===== src/rtl/input_port_pkg.sv =====
// Shared constants, register kinds and the address decoder for the input port bank.
package input_port_pkg;

  localparam int MAX_PORT_COUNT = 4;
  localparam int MAX_PORT_WIDTH = 4;

  localparam logic [11:0] DEF_DATA_BASE   = 12'hF40;
  localparam logic [11:0] DEF_MASK_BASE   = 12'hF14;
  localparam logic [11:0] DEF_FACTOR_BASE = 12'hF04;

  typedef enum logic [2:0] {
    REG_NONE,
    REG_DATA,
    REG_RELATION,
    REG_MASK,
    REG_FACTOR
  } reg_kind_e;

  typedef struct packed {
    reg_kind_e   kind;
    logic [1:0]  port;
  } reg_sel_t;

  // Relation addresses of ports without a relation register decode as unmatched.
  function automatic reg_sel_t decode_addr(
    input logic [11:0]               addr,
    input int                        port_count,
    input logic [MAX_PORT_COUNT-1:0] rel_ports,
    input logic [11:0]               data_base,
    input logic [11:0]               mask_base,
    input logic [11:0]               factor_base
  );
    reg_sel_t sel;
    sel.kind = REG_NONE;
    sel.port = '0;
    for (int n = 0; n < MAX_PORT_COUNT; n++) begin
      if (n < port_count) begin
        if (addr == data_base + 12'(2 * n)) begin
          sel.kind = REG_DATA;
          sel.port = 2'(n);
        end
        if (rel_ports[n] && (addr == data_base + 12'(2 * n + 1))) begin
          sel.kind = REG_RELATION;
          sel.port = 2'(n);
        end
        if (addr == mask_base + 12'(n)) begin
          sel.kind = REG_MASK;
          sel.port = 2'(n);
        end
        if (addr == factor_base + 12'(n)) begin
          sel.kind = REG_FACTOR;
          sel.port = 2'(n);
        end
      end
    end
    return sel;
  endfunction

endpackage


===== src/rtl/input_port_bank_if.sv =====
// Peripheral bus seen by the input port bank: CPU side is master, the bank is slave.
interface input_port_bank_if;
  logic [11:0] bus_addr;
  logic        bus_write_en;
  logic        bus_read_en;
  logic [3:0]  bus_data_in;
  logic [3:0]  bus_data_out;
  logic        bus_hit;

  modport master (
    output bus_addr, bus_write_en, bus_read_en, bus_data_in,
    input  bus_data_out, bus_hit
  );

  modport slave (
    input  bus_addr, bus_write_en, bus_read_en, bus_data_in,
    output bus_data_out, bus_hit
  );
endinterface


===== src/rtl/input_debounce.sv =====
// One input port: two-flop synchroniser, shared debounce counter, filtered value and edge triggers.
module input_debounce #(
  parameter int WIDTH          = 4,
  parameter int DEBOUNCE_TICKS = 0
) (
  input  logic             clk,
  input  logic             reset,
  input  logic             clk_en,
  input  logic [WIDTH-1:0] i_pin,
  input  logic [WIDTH-1:0] i_relation,
  output logic [WIDTH-1:0] o_filtered,
  output logic [WIDTH-1:0] o_trigger
);

  logic [WIDTH-1:0] r_sync_p0;
  logic [WIDTH-1:0] r_sync_p1;
  logic [WIDTH-1:0] r_filt_p2;
  logic [7:0]       r_cnt;
  logic             w_differ;
  logic             w_accept;

  assign w_differ   = (r_sync_p1 != r_filt_p2);
  assign w_accept   = clk_en && w_differ && (r_cnt == 8'(DEBOUNCE_TICKS));
  // A bit fires when it changes and its old level matches the relation level.
  assign o_trigger  = w_accept ? ((r_sync_p1 ^ r_filt_p2) & ~(r_filt_p2 ^ i_relation)) : '0;
  assign o_filtered = r_filt_p2;

  always_ff @(posedge clk) begin
    if (reset) begin
      r_sync_p0 <= '1;
      r_sync_p1 <= '1;
      r_filt_p2 <= '1;
      r_cnt     <= '0;
    end else if (clk_en) begin
      r_sync_p0 <= i_pin;
      // sync p0 -> p1
      r_sync_p1 <= r_sync_p0;
      // p1 -> filtered once stable long enough
      if (!w_differ) begin
        r_cnt <= '0;
      end else if (r_cnt == 8'(DEBOUNCE_TICKS)) begin
        r_filt_p2 <= r_sync_p1;
        r_cnt     <= '0;
      end else begin
        r_cnt <= r_cnt + 8'd1;
      end
    end
  end

endmodule


===== src/rtl/input_port_bank.sv =====
// Bank of debounced input ports with relation/mask registers and clear-on-read interrupt factors.
module input_port_bank
  import input_port_pkg::*;
#(
  parameter int                        PORT_COUNT     = 2,
  parameter int                        PORT_WIDTH     = 4,
  parameter logic [MAX_PORT_COUNT-1:0] RELATION_PORTS = 4'b0001,
  parameter int                        DEBOUNCE_TICKS = 0,
  parameter logic [11:0]               DATA_BASE      = DEF_DATA_BASE,
  parameter logic [11:0]               MASK_BASE      = DEF_MASK_BASE,
  parameter logic [11:0]               FACTOR_BASE    = DEF_FACTOR_BASE
) (
  input  logic                             clk,
  input  logic                             reset,
  input  logic                             clk_en,
  input  logic [PORT_COUNT*PORT_WIDTH-1:0] port_in,
  input_port_bank_if.slave                 bus,
  output logic [PORT_COUNT-1:0]            factor,
  output logic                             interrupt_req
);

  logic [PORT_WIDTH-1:0] r_rel  [PORT_COUNT];
  logic [PORT_WIDTH-1:0] r_mask [PORT_COUNT];
  logic [PORT_COUNT-1:0] r_factor;
  logic [PORT_WIDTH-1:0] w_filt [PORT_COUNT];
  logic [PORT_COUNT-1:0] w_fire;
  reg_sel_t              w_sel;
  logic [3:0]            w_rd;

  assign w_sel = decode_addr(bus.bus_addr, PORT_COUNT, RELATION_PORTS,
                             DATA_BASE, MASK_BASE, FACTOR_BASE);

  for (genvar g = 0; g < PORT_COUNT; g++) begin : g_port
    logic [PORT_WIDTH-1:0] w_rel_eff;
    logic [PORT_WIDTH-1:0] w_trig;

    // Ports without a relation register behave as falling-edge only.
    assign w_rel_eff = RELATION_PORTS[g] ? r_rel[g] : '1;

    input_debounce #(
      .WIDTH          (PORT_WIDTH),
      .DEBOUNCE_TICKS (DEBOUNCE_TICKS)
    ) u_deb (
      .clk        (clk),
      .reset      (reset),
      .clk_en     (clk_en),
      .i_pin      (port_in[g*PORT_WIDTH +: PORT_WIDTH]),
      .i_relation (w_rel_eff),
      .o_filtered (w_filt[g]),
      .o_trigger  (w_trig)
    );

    assign w_fire[g] = |(r_mask[g] & w_trig);
  end

  always_comb begin
    w_rd = '0;
    for (int n = 0; n < PORT_COUNT; n++) begin
      if (w_sel.port == 2'(n)) begin
        case (w_sel.kind)
          REG_DATA:     w_rd[PORT_WIDTH-1:0] = w_filt[n];
          REG_RELATION: w_rd[PORT_WIDTH-1:0] = r_rel[n];
          REG_MASK:     w_rd[PORT_WIDTH-1:0] = r_mask[n];
          REG_FACTOR:   w_rd[0]              = r_factor[n];
          default:      ;
        endcase
      end
    end
  end

  assign bus.bus_data_out = w_rd;
  assign bus.bus_hit      = (w_sel.kind != REG_NONE);
  assign factor           = r_factor;
  assign interrupt_req    = |r_factor;

  // A new edge takes priority over a clearing read of the same flag.
  always_ff @(posedge clk) begin
    if (reset) begin
      r_factor <= '0;
      for (int n = 0; n < PORT_COUNT; n++) begin
        r_rel[n]  <= '0;
        r_mask[n] <= '0;
      end
    end else if (clk_en) begin
      for (int n = 0; n < PORT_COUNT; n++) begin
        if (w_fire[n]) begin
          r_factor[n] <= 1'b1;
        end else if (bus.bus_read_en && (w_sel.kind == REG_FACTOR) && (w_sel.port == 2'(n))) begin
          r_factor[n] <= 1'b0;
        end
        if (bus.bus_write_en && (w_sel.port == 2'(n))) begin
          if (w_sel.kind == REG_RELATION) r_rel[n]  <= bus.bus_data_in[PORT_WIDTH-1:0];
          if (w_sel.kind == REG_MASK)     r_mask[n] <= bus.bus_data_in[PORT_WIDTH-1:0];
        end
      end
    end
  end

endmodule

===== src/flat_wrapper.sv =====
// flat-port wrapper written by rule: the top's interface ports become plain ports
module input_port_bank_flat import input_port_pkg::*;
#(
  parameter int                        PORT_COUNT     = 2,
  parameter int                        PORT_WIDTH     = 4,
  parameter logic [MAX_PORT_COUNT-1:0] RELATION_PORTS = 4'b0001,
  parameter int                        DEBOUNCE_TICKS = 0,
  parameter logic [11:0]               DATA_BASE      = DEF_DATA_BASE,
  parameter logic [11:0]               MASK_BASE      = DEF_MASK_BASE,
  parameter logic [11:0]               FACTOR_BASE    = DEF_FACTOR_BASE
)
  (clk, reset, clk_en, port_in, factor, interrupt_req, bus_bus_addr, bus_bus_write_en, bus_bus_read_en, bus_bus_data_in, bus_bus_data_out, bus_bus_hit);
  input_port_bank_if bus_i ();
  input  logic clk;
  input  logic reset;
  input  logic clk_en;
  input  logic [PORT_COUNT*PORT_WIDTH-1:0] port_in;
  output logic [PORT_COUNT-1:0] factor;
  output logic interrupt_req;
  input wire logic [$bits(bus_i.bus_addr)-1:0] bus_bus_addr;
  input wire logic [$bits(bus_i.bus_write_en)-1:0] bus_bus_write_en;
  input wire logic [$bits(bus_i.bus_read_en)-1:0] bus_bus_read_en;
  input wire logic [$bits(bus_i.bus_data_in)-1:0] bus_bus_data_in;
  output wire logic [$bits(bus_i.bus_data_out)-1:0] bus_bus_data_out;
  output wire logic [$bits(bus_i.bus_hit)-1:0] bus_bus_hit;
  assign bus_i.bus_addr = bus_bus_addr;
  assign bus_i.bus_write_en = bus_bus_write_en;
  assign bus_i.bus_read_en = bus_bus_read_en;
  assign bus_i.bus_data_in = bus_bus_data_in;
  assign bus_bus_data_out = bus_i.bus_data_out;
  assign bus_bus_hit = bus_i.bus_hit;
  input_port_bank #(.PORT_COUNT(PORT_COUNT), .PORT_WIDTH(PORT_WIDTH), .RELATION_PORTS(RELATION_PORTS), .DEBOUNCE_TICKS(DEBOUNCE_TICKS), .DATA_BASE(DATA_BASE), .MASK_BASE(MASK_BASE), .FACTOR_BASE(FACTOR_BASE)) u_core (.clk(clk), .reset(reset), .clk_en(clk_en), .port_in(port_in), .bus(bus_i), .factor(factor), .interrupt_req(interrupt_req));
endmodule

===== config.mk =====
export PLATFORM = sky130hd
export DESIGN_NAME = input_port_bank_flat
export DESIGN_NICKNAME = d
export VERILOG_FILES = /design/src/rtl/input_port_pkg.sv /design/src/rtl/input_port_bank_if.sv /design/src/rtl/input_debounce.sv /design/src/rtl/input_port_bank.sv /design/src/flat_wrapper.sv
export SDC_FILE = /design/constraint.sdc
export NUM_CORES = 1
export LEC_CHECK = 0
export CORE_ASPECT_RATIO = 1.1
export CORE_MARGIN = 2
export CORE_UTILIZATION = 32
export DETAILED_ROUTE_END_ITERATION = 10
export MAX_ROUTING_LAYER = met4
export PLACE_DENSITY = 0.54
export SLEW_MARGIN = 20
export SYNTH_ARGS = -nofsm -noshare
export SYNTH_HDL_FRONTEND = slang
export SYNTH_SLANG_ARGS = --single-unit

===== constraint.sdc =====
create_clock -name clk -period 5.98 [get_ports clk]
set_input_delay 1.196 -clock clk [delete_from_list [all_inputs] [get_ports clk]]
set_output_delay 1.196 -clock clk [all_outputs]
set_load 0.01 [all_outputs]

After elaboration in Yosys (flattened, before gate mapping). Memory sizes are Yosys's and may differ from the RTL's. Index checks and enable logic that the tools add are counted.

Logic and storage cells: 111. RAM bits: 16. Register bits after elaboration: 42. Memories: 2. Input bits: 29.

Memories: u_core.r_mask (depth 2, bits a word 4, read ports 2, clocked after Yosys merged registers in 0, wr ports 2, RTL line input_port_bank.sv:23) `logic [PORT_WIDTH-1:0] r_mask [PORT_COUNT];`; u_core.r_rel (depth 2, bits a word 4, read ports 2, clocked after Yosys merged registers in 0, wr ports 2, RTL line input_port_bank.sv:22) `logic [PORT_WIDTH-1:0] r_rel [PORT_COUNT];`.

Bitwise operators: 14. Mux-type cells: 47. Reductions and logical operators: 22. Add/sub/neg operators: 2. Eq/ne operators: 14.

Operators by type and width (count): == test 12 bit (second input constant) (7); 2-to-1 mux 4 bit (8); 2-to-1 mux 8 bit (4); 2-to-1 mux 5 bit (6); 2-to-1 mux 1 bit (24); one-hot mux 3 bit (3 select lines) (2); adder 8 x 1 -> 8 bit (second input constant) (2); bitwise AND 4 bit (4); zero test 8 bit (2); inverter 4 bit (3); bitwise XOR 4 bit (3); logical AND 1 bit (9); != test 4 bit (2); one-hot mux 1 bit (4 select lines) (2); OR reduction 4 bit (2); == test 3 x 2 -> 1 bit (second input constant) (2); AND reduction 3 bit (2); OR 1 bit (4); AND reduction 2 bit (2); nonzero test 2 bit (2); == test 3 x 1 -> 1 bit (second input constant) (1); == test 3 bit (second input constant) (1); 2-to-1 mux 3 bit (1); nonzero test 3 bit (1); other kinds (3) (3).

Logic depth before layout (Yosys ltp). Gate-level depths: netlist of run 1.

Word-level depth: 15. Depth in mapped cells: 8.

Hierarchy. From an unflattened synthesis of run 1, not the netlist that was laid out.

Cell total of the unflattened synthesis: 334. Area total of the unflattened synthesis: 3095.5 µm².

By module, submodules not included: input_debounce (area an instance 1057.3 µm², sequential area each 400.4 µm², cells each 117, times used 2); input_port_bank (area an instance 980.9 µm², sequential area each 430.4 µm², cells each 100, times used 1).

Worst setup path before layout of run 1. OpenSTA, ideal clock, no wires.

Kind: input -> output. From: input port bus_bus_addr[6]. To: output port bus_bus_data_out[1]. Stages: 6. Path buffers: 1. Arrival: 2.345 ns. Path slack: 2.439 ns. Cells stage by stage: nor4b_4 -> and2b_2 -> and2_4 -> buf_8 -> a221oi_2 -> nor4b_2.

Cells in the longest elaborated chain, start to end: 13. Elaborated cells on any way between the ends: 23. Those cells by class: 11 x eq/ne; 11 x mux; 1 x reduce/logical.

Ends and longest elaborated chain: start: declaration (RTL line flat_wrapper.sv:20) `input wire logic [$bits(bus_i.bus_addr)-1:0] bus_bus_addr;`; == test 12 bit (RTL line input_port_pkg.sv:38) `if (addr == data_base + 12'(2 * n)) begin`; 2-to-1 mux 3 bit (RTL line input_port_pkg.sv:38); 2-to-1 mux 5 bit (RTL line input_port_pkg.sv:42) `if (rel_ports[n] && (addr == data_base + 12'(2 * n + 1))) begin`; 2-to-1 mux 5 bit (RTL line input_port_pkg.sv:46) `if (addr == mask_base + 12'(n)) begin`; 2-to-1 mux 5 bit (RTL line input_port_pkg.sv:50) `if (addr == factor_base + 12'(n)) begin`; 2-to-1 mux 5 bit (RTL line input_port_pkg.sv:38); 2-to-1 mux 5 bit (RTL line input_port_pkg.sv:46); 2-to-1 mux 5 bit (*) (RTL line input_port_pkg.sv:50); == test 3 x 2 -> 1 bit or == test 3 x 1 -> 1 bit (tied branches) (RTL line input_port_bank.sv:60) `case (w_sel.kind)`; one-hot mux 3 bit (3 select lines) (RTL line input_port_bank.sv:60); 2-to-1 mux 4 bit (RTL line input_port_bank.sv:59) `if (w_sel.port == 2'(n)) begin`; one-hot mux 3 bit (3 select lines) (RTL line input_port_bank.sv:60); 2-to-1 mux 4 bit (*) (RTL line input_port_bank.sv:59); end: declaration (RTL line flat_wrapper.sv:24) `output wire logic [$bits(bus_i.bus_data_out)-1:0] bus_bus_data_out;`.

Mark *: on every way between the ends. The rest lies on a longest branch, timed or not.

Final worst setup path of run 1. Ends and elaborated chain as after synthesis.

==> flow_summary_export.csv, run 1 <==
group,metric,value,unit
run_status,outcome,"finished, final reports clean",
route,vias,2302,
floorplan,ios,37,
sta,setup_viol,0,
route,wl,6400,µm
finish,multiInputGateArea,0.00147,mm²
finish,fin_util,0.398,
power_and_ir_drop,sw_frac_of_total,0.247,
route,met3_length,312,µm
sta,rsz0062_at_grt,"false",
logic_synthesis,synth_commonest_cells,"nand2_1, dfxtp_1, mux2i_1",
finish,stdcell_count,449,
logic_synthesis,synthFlopType,"dfxtp_1",
cts,postCtsHoldBufs,0,
cts,cts.path.max_buffers,2,
power_and_ir_drop,p_int,0.558,mW
power_and_ir_drop,ir_worst_vdd,0.0000964,V
route,top_layer_used,"met4",
cts,cts_buffers,5,
sta,setup_ws,1290,ps
placement,gp_congestion,1.02,
route,vias_per_cell,5.13,
floorplan,rows,35,
power_and_ir_drop,power_frac_seq,0.539,
sta,finalHoldViolations,0,
placement,hpwl,4740,µm
sta,setup_tns,0,ps
cts,clkLatencyLatePin,320,ps
cts,clock-root-buffer,"clkbuf_8",
logic_synthesis,synth_seq_area_share,0.434,
power_and_ir_drop,power_frac_clock,0.342,
route,wl_met1,3060,µm
run,maxCapViolCount,0,
worst_setup_path,cp.arrival,3490,ps
cts,cts-resized-gates,0,
sta,hold_ws,478,ps
worst_setup_path,crit_fanout,11,
logic_synthesis,netlist_top_cells_area,"dfxtp_1, edfxtp_1, nand2_1",
logic_synthesis,synth-edff-count,12,
power_and_ir_drop,power_frac_comb,0.119,
route,drt_pass1_iterations,4,
worst_setup_path,critPathKind,"input pin to output port",
grt,grt-ovfl-total,0,
cts,post_cts_buffers,0,
finish,antenna_cells,0,
grt,grt_use_total,0.148,
cts,htreeDepth,2,
power_and_ir_drop,p_per_area,221,mW/mm²
grt,grt_pass1_wl,10800,µm
logic_synthesis,synth_top_area_cell,"dfxtp_1",
floorplan,core_area,0.00841,mm²
route,post_drt_wl_per_cell,14.3,µm
sta,min_period,4690,ps
grt,grt_pass1_vias,2185,
finish,nets,374,
route,ant_nets,0,
worst_setup_path,cp_data_required_time,4780,ps
sta,fin_skew,12.4,ps
sta,worst_pin_slew,936,ps
finish,post-route-cell-area,0.00335,mm²
floorplan,die_h,102,µm
logic_synthesis,syn_nets,339,
finish,drive_gt1_frac,0.0651,
floorplan,die_area,0.00942,mm²
sta,timing.fmax,213,MHz
route,drcViolationCount,0,
logic_synthesis,syn_area,0.00277,mm²
worst_hold_path,hold_class,"flop to flop",
power_and_ir_drop,p_leak,1.31,nW
logic_synthesis,async_reset_ff_frac,0,
logic_synthesis,ys_seq_elements,54,
floorplan,dieWidth,92.7,µm
route,drtIter0Drc,114,
logic_synthesis,syn_area_per_cell,9.17,µm²
finish,syn_to_final_growth,20.9,%
sta,maxSlewViolCount,0,
cts,clock-sinks,54,
cts,cts_tree,"built",
logic_synthesis,synth.most_common_cell,"nand2_1",
logic_synthesis,ys_warn_count,0,
grt,antenna_found_initial,0,
placement,dp_slack,1300,ps
power_and_ir_drop,power,0.741,mW
logic_synthesis,synth_top_area_frac,0.304,
finish,num-fill-cells,847,
placement,placedCellCount,441,
grt,grt_max_degree,29,
sta,maxSlewHeadroom,0.374,
logic_synthesis,netlist_instances,302,
sta,fin_crit_sh,0.784,
power_and_ir_drop,p_switching,0.183,mW
placement,placed_area,0.00323,mm²
cts,clkSlewWorstSetupHoldPaths,110,ps
floorplan,start_util,0.329,
placement,port_buffers,36,
finish,ff_latch_area,0.00120,mm²
logic_synthesis,ys_types,49,
worst_setup_path,end_kind,"output port",
worst_setup_path,cp-start-kind,"input pin",
route,wl_met2,2920,µm
[path summary, 6_finish.rpt]
check,startpoint,to,slack (ps),cells past startpoint
worst max-delay path,bus_bus_addr[6],bus_bus_data_out[1],1290,7
worst min-delay path,u_core.g_port[1].u_deb.r_sync_p0[2],u_core.g_port[1].u_deb.r_sync_p1[2],480,2
worst max register to register,u_core.g_port[1].u_deb.r_sync_p1[1],u_core.g_port[1].u_deb.r_cnt[7],3700,7
worst min register to register,u_core.g_port[1].u_deb.r_sync_p0[2],u_core.g_port[1].u_deb.r_sync_p1[2],480,2
[flip-flops by register name (all words and copies together), names as in the netlist]
signal,count
u_core.g_port.u_deb.r_cnt,16
u_core.g_port.u_deb.o_filtered,8
u_core.g_port.u_deb.r_sync_p0,8
u_core.r_rel,4
u_core.g_port.u_deb.r_sync_p1,8
u_core.r_mask,8
u_core.factor,2
[worst max-delay path, cell delays in order]
cell and delay (ps):
clkdlybuf4s50_1 510, nor4b_4 350, and2b_2 230, and2_4 220
o21ai_1 130, nor4b_2 290, clkdlybuf4s50_1 570
[layer usage]
metal  GRT usage  vias to the layer above
li1            -                     1172
met4      0.0498                        0
met1       0.193                     1058
met2       0.233                       61
met3      0.0260                       11
met5           -                        -
[cell usage in the layout (no fill, tap or decap), types with 8 or more instances in the layout]
cell type / count
dfxtp_1: 42
nand4_1: 8
a21oi_1: 13
clkdlybuf4s50_1: 36
mux2i_1: 17
o21ai_0: 16
o211ai_1: 9
and3_1: 12
edfxtp_1: 12
ha_1: 8
inv_1: 11
nand2_1: 51
nor3_1: 10
nor2_1: 10
[layout make-up]
cell class / count / share of cell area
clock buffers: 5 / 0.0205
clock inverters: 3 / 0.0142
inverters: 12 / 0.0134
multi-input cells: 226 / 0.440
flip-flops and latches: 54 / 0.359
well taps: 111 / 0.0415
repair buffers: 38 / 0.112
[power by group through the flow]
| stage | Sequential (mW) | Clock, mW | Combinational (mW) |
|---|---|---|---|
| after global placement | 0.408 | 0 | 0.0887 |
| after CTS | 0.400 | 0.263 | 0.0895 |
| after floorplan | 0.403 | 0 | 0.0501 |
| after global routing | 0.402 | 0.275 | 0.0993 |
| final | 0.399 | 0.253 | 0.0885 |
| after detailed placement | 0.408 | 0 | 0.0891 |
[cell families after synthesis]
kind of cell / after synthesis / synth area share
compound gates: 68 / 0.166
xor+xnor: 6 / 0.0190
fa+ha+maj: 8 / 0.0361
buf+inv: 22 / 0.0348
flops: 54 / 0.434
mux: 19 / 0.0696
simple gates: 125 / 0.241
(Power assumes the default switching activity.)
==> run 2: changes to the inputs <==
==> constraint.sdc (replaced) <==
create_clock -name clk -period 4.5 [get_ports clk]
set_input_delay 0.9 -clock clk [delete_from_list [all_inputs] [get_ports clk]]
set_output_delay 0.9 -clock clk [all_outputs]
set_load 0.01 [all_outputs]
==> run 2 against run 1 <==
First-iteration DRC count shrank 25%; routed wire length grew 0.84%; setup slack lost 920 ps; clock skew shrank 1.4 ps; via count grew 1.5%; sequential share of layout area grew 0.15 points; sequential cell count is the same; critical path type unchanged.
==> flow_summary_export.csv, run 2 (synthesis results as in run 1) <==
group,metric,value,unit
grt,grt_pass1_vias,2270,
route,vias_per_cell,5.18,
finish,regMostFlops,"u_core.g_port.u_deb.r_cnt",
finish,post-route-cell-area,0.00334,mm²
cts,cts_tree,"built",
cts,cts.path.max_buffers,2,
sta,worst_pin_slew,830,ps
sta,maxSlewViolCount,0,
worst_setup_path,critPathKind,"input pin to output port",
placement,gp_congestion,0.985,
route,post_drt_wl_per_cell,14.3,µm
sta,min_period,4120,ps
sta,rsz0062_at_grt,"false",
placement,placed_area,0.00325,mm²
power_and_ir_drop,p_leak,1.30,nW
sta,timing.fmax,243,MHz
floorplan,ios,37,
route,ant_nets,0,
route,drtIter0Drc,86,
sta,fin_crit_sh,0.916,
sta,setup_viol,0,
finish,largest_reg_flops,16,
cts,clock-root-buffer,"clkbuf_8",
cts,postCtsHoldBufs,0,
grt,grt_max_degree,21,
placement,port_buffers,36,
grt,grt_pass1_wl,10900,µm
power_and_ir_drop,ir_worst_vdd,0.000134,V
floorplan,start_util,0.329,
sta,fin_skew,11.0,ps
sta,setup_tns,0,ps
route,drcViolationCount,0,
worst_setup_path,cp_data_required_time,3600,ps
finish,syn_to_final_growth,20.4,%
finish,fin_util,0.397,
route,vias,2336,
finish,final_common_cell,"nand2_1",
sta,maxSlewHeadroom,0.447,
grt,antenna_found_initial,0,
finish,antenna_cells,0,
finish,drive_gt1_frac,0.0676,
grt,grt_use_total,0.149,
worst_setup_path,cp-start-kind,"input pin",
finish,layout_common_cells,"nand2_1, dfxtp_1, clkdlybuf4s50_1",
run,maxCapViolCount,0,
worst_hold_path,hold_class,"flop to flop",
worst_setup_path,end_kind,"output port",
route,drt_pass1_iterations,5,
cts,cts-resized-gates,0,
cts,cts_buffers,5,
floorplan,die_h,102,µm
grt,grt-ovfl-total,0,
cts,clock-sinks,54,
cts,post_cts_buffers,0,
placement,hpwl,4860,µm
finish,multiInputGateArea,0.00147,mm²
sta,finalHoldViolations,0,
floorplan,core_area,0.00841,mm²
route,wl,6450,µm
cts,clkLatencyLatePin,310,ps
finish,num-fill-cells,851,
cts,htreeDepth,2,
finish,ff_latch_area,0.00120,mm²
floorplan,die_area,0.00942,mm²
floorplan,rows,35,
cts,clkSlewWorstSetupHoldPaths,100,ps
finish,nets,376,
floorplan,dieWidth,92.7,µm
power_and_ir_drop,p_per_area,275,mW/mm²
run_status,outcome,"finished, final reports clean",
worst_setup_path,cp.arrival,3220,ps
worst_setup_path,crit_fanout,4,
## run 2: changes by cell type in the layout (fill, tap and decap cells not counted)
cell	before	now
clkinvlp_4	0	2
buf_4	2	4
bufinv_16	1	0
inv_6	1	0
clkinv_4	1	0
clkbuf_1	0	1
## run 2: where the power goes
| group | switching (mW) | total (mW) | internal (mW) |
|---|---|---|---|
| logic | 0.0603 | 0.119 | 0.0589 |
| registers | 0.0165 | 0.531 | 0.515 |
| clock network | 0.158 | 0.268 | 0.110 |
## run 2: final cells by class
cell class	instances	share of cell area
multi-input combinational	226	0.441
sequential	54	0.360
timing repair buffer	40	0.117
tap	111	0.0416
clock buffer	6	0.0218
inverter	12	0.0135
clock inverter	2	0.00450
## run 2: final timing paths
kind                                                          start  cells past startpoint                                  end  slack, ps
worst max-delay path                                bus_bus_addr[7]                      7                  bus_bus_data_out[0]        380
worst max register to register  u_core.g_port[1].u_deb.r_sync_p1[1]                      7      u_core.g_port[1].u_deb.r_cnt[6]       2340
worst min-delay path            u_core.g_port[1].u_deb.r_sync_p0[2]                      2  u_core.g_port[1].u_deb.r_sync_p1[2]        480
worst min register to register  u_core.g_port[1].u_deb.r_sync_p0[2]                      2  u_core.g_port[1].u_deb.r_sync_p1[2]        480
## run 2: stage by stage
stage | cells | hold WS, ps | setup slack, ps | power (mW)
5_1_grt | 451 | 508 | 188 | 0.964
3_5_place_dp | 443 | 458 | 376 | 0.662
6_report | 451 | 476 | 377 | 0.918
4_1_cts | 451 | 482 | 372 | 0.935
3_3_place_gp | 443 | 454 | 449 | 0.660
2_1_floorplan | 302 | 441 | 1550 | 0.603
## run 2: critical path, cell delays in order
cell and delay (ps):
clkdlybuf4s50_1 490, nor4_1 400, nand2_1 140, nor2_1 220
a22oi_1 140, a221oi_1 350, clkdlybuf4s50_1 600
## run 2: routing by layer
metal,GRT usage,share of wire,vias up
li1,-,-,1179
met1,0.197,0.48,1091
met2,0.235,0.46,58
met3,0.0268,0.040,8
met4,0.0430,0.016,0
met5,-,0,-
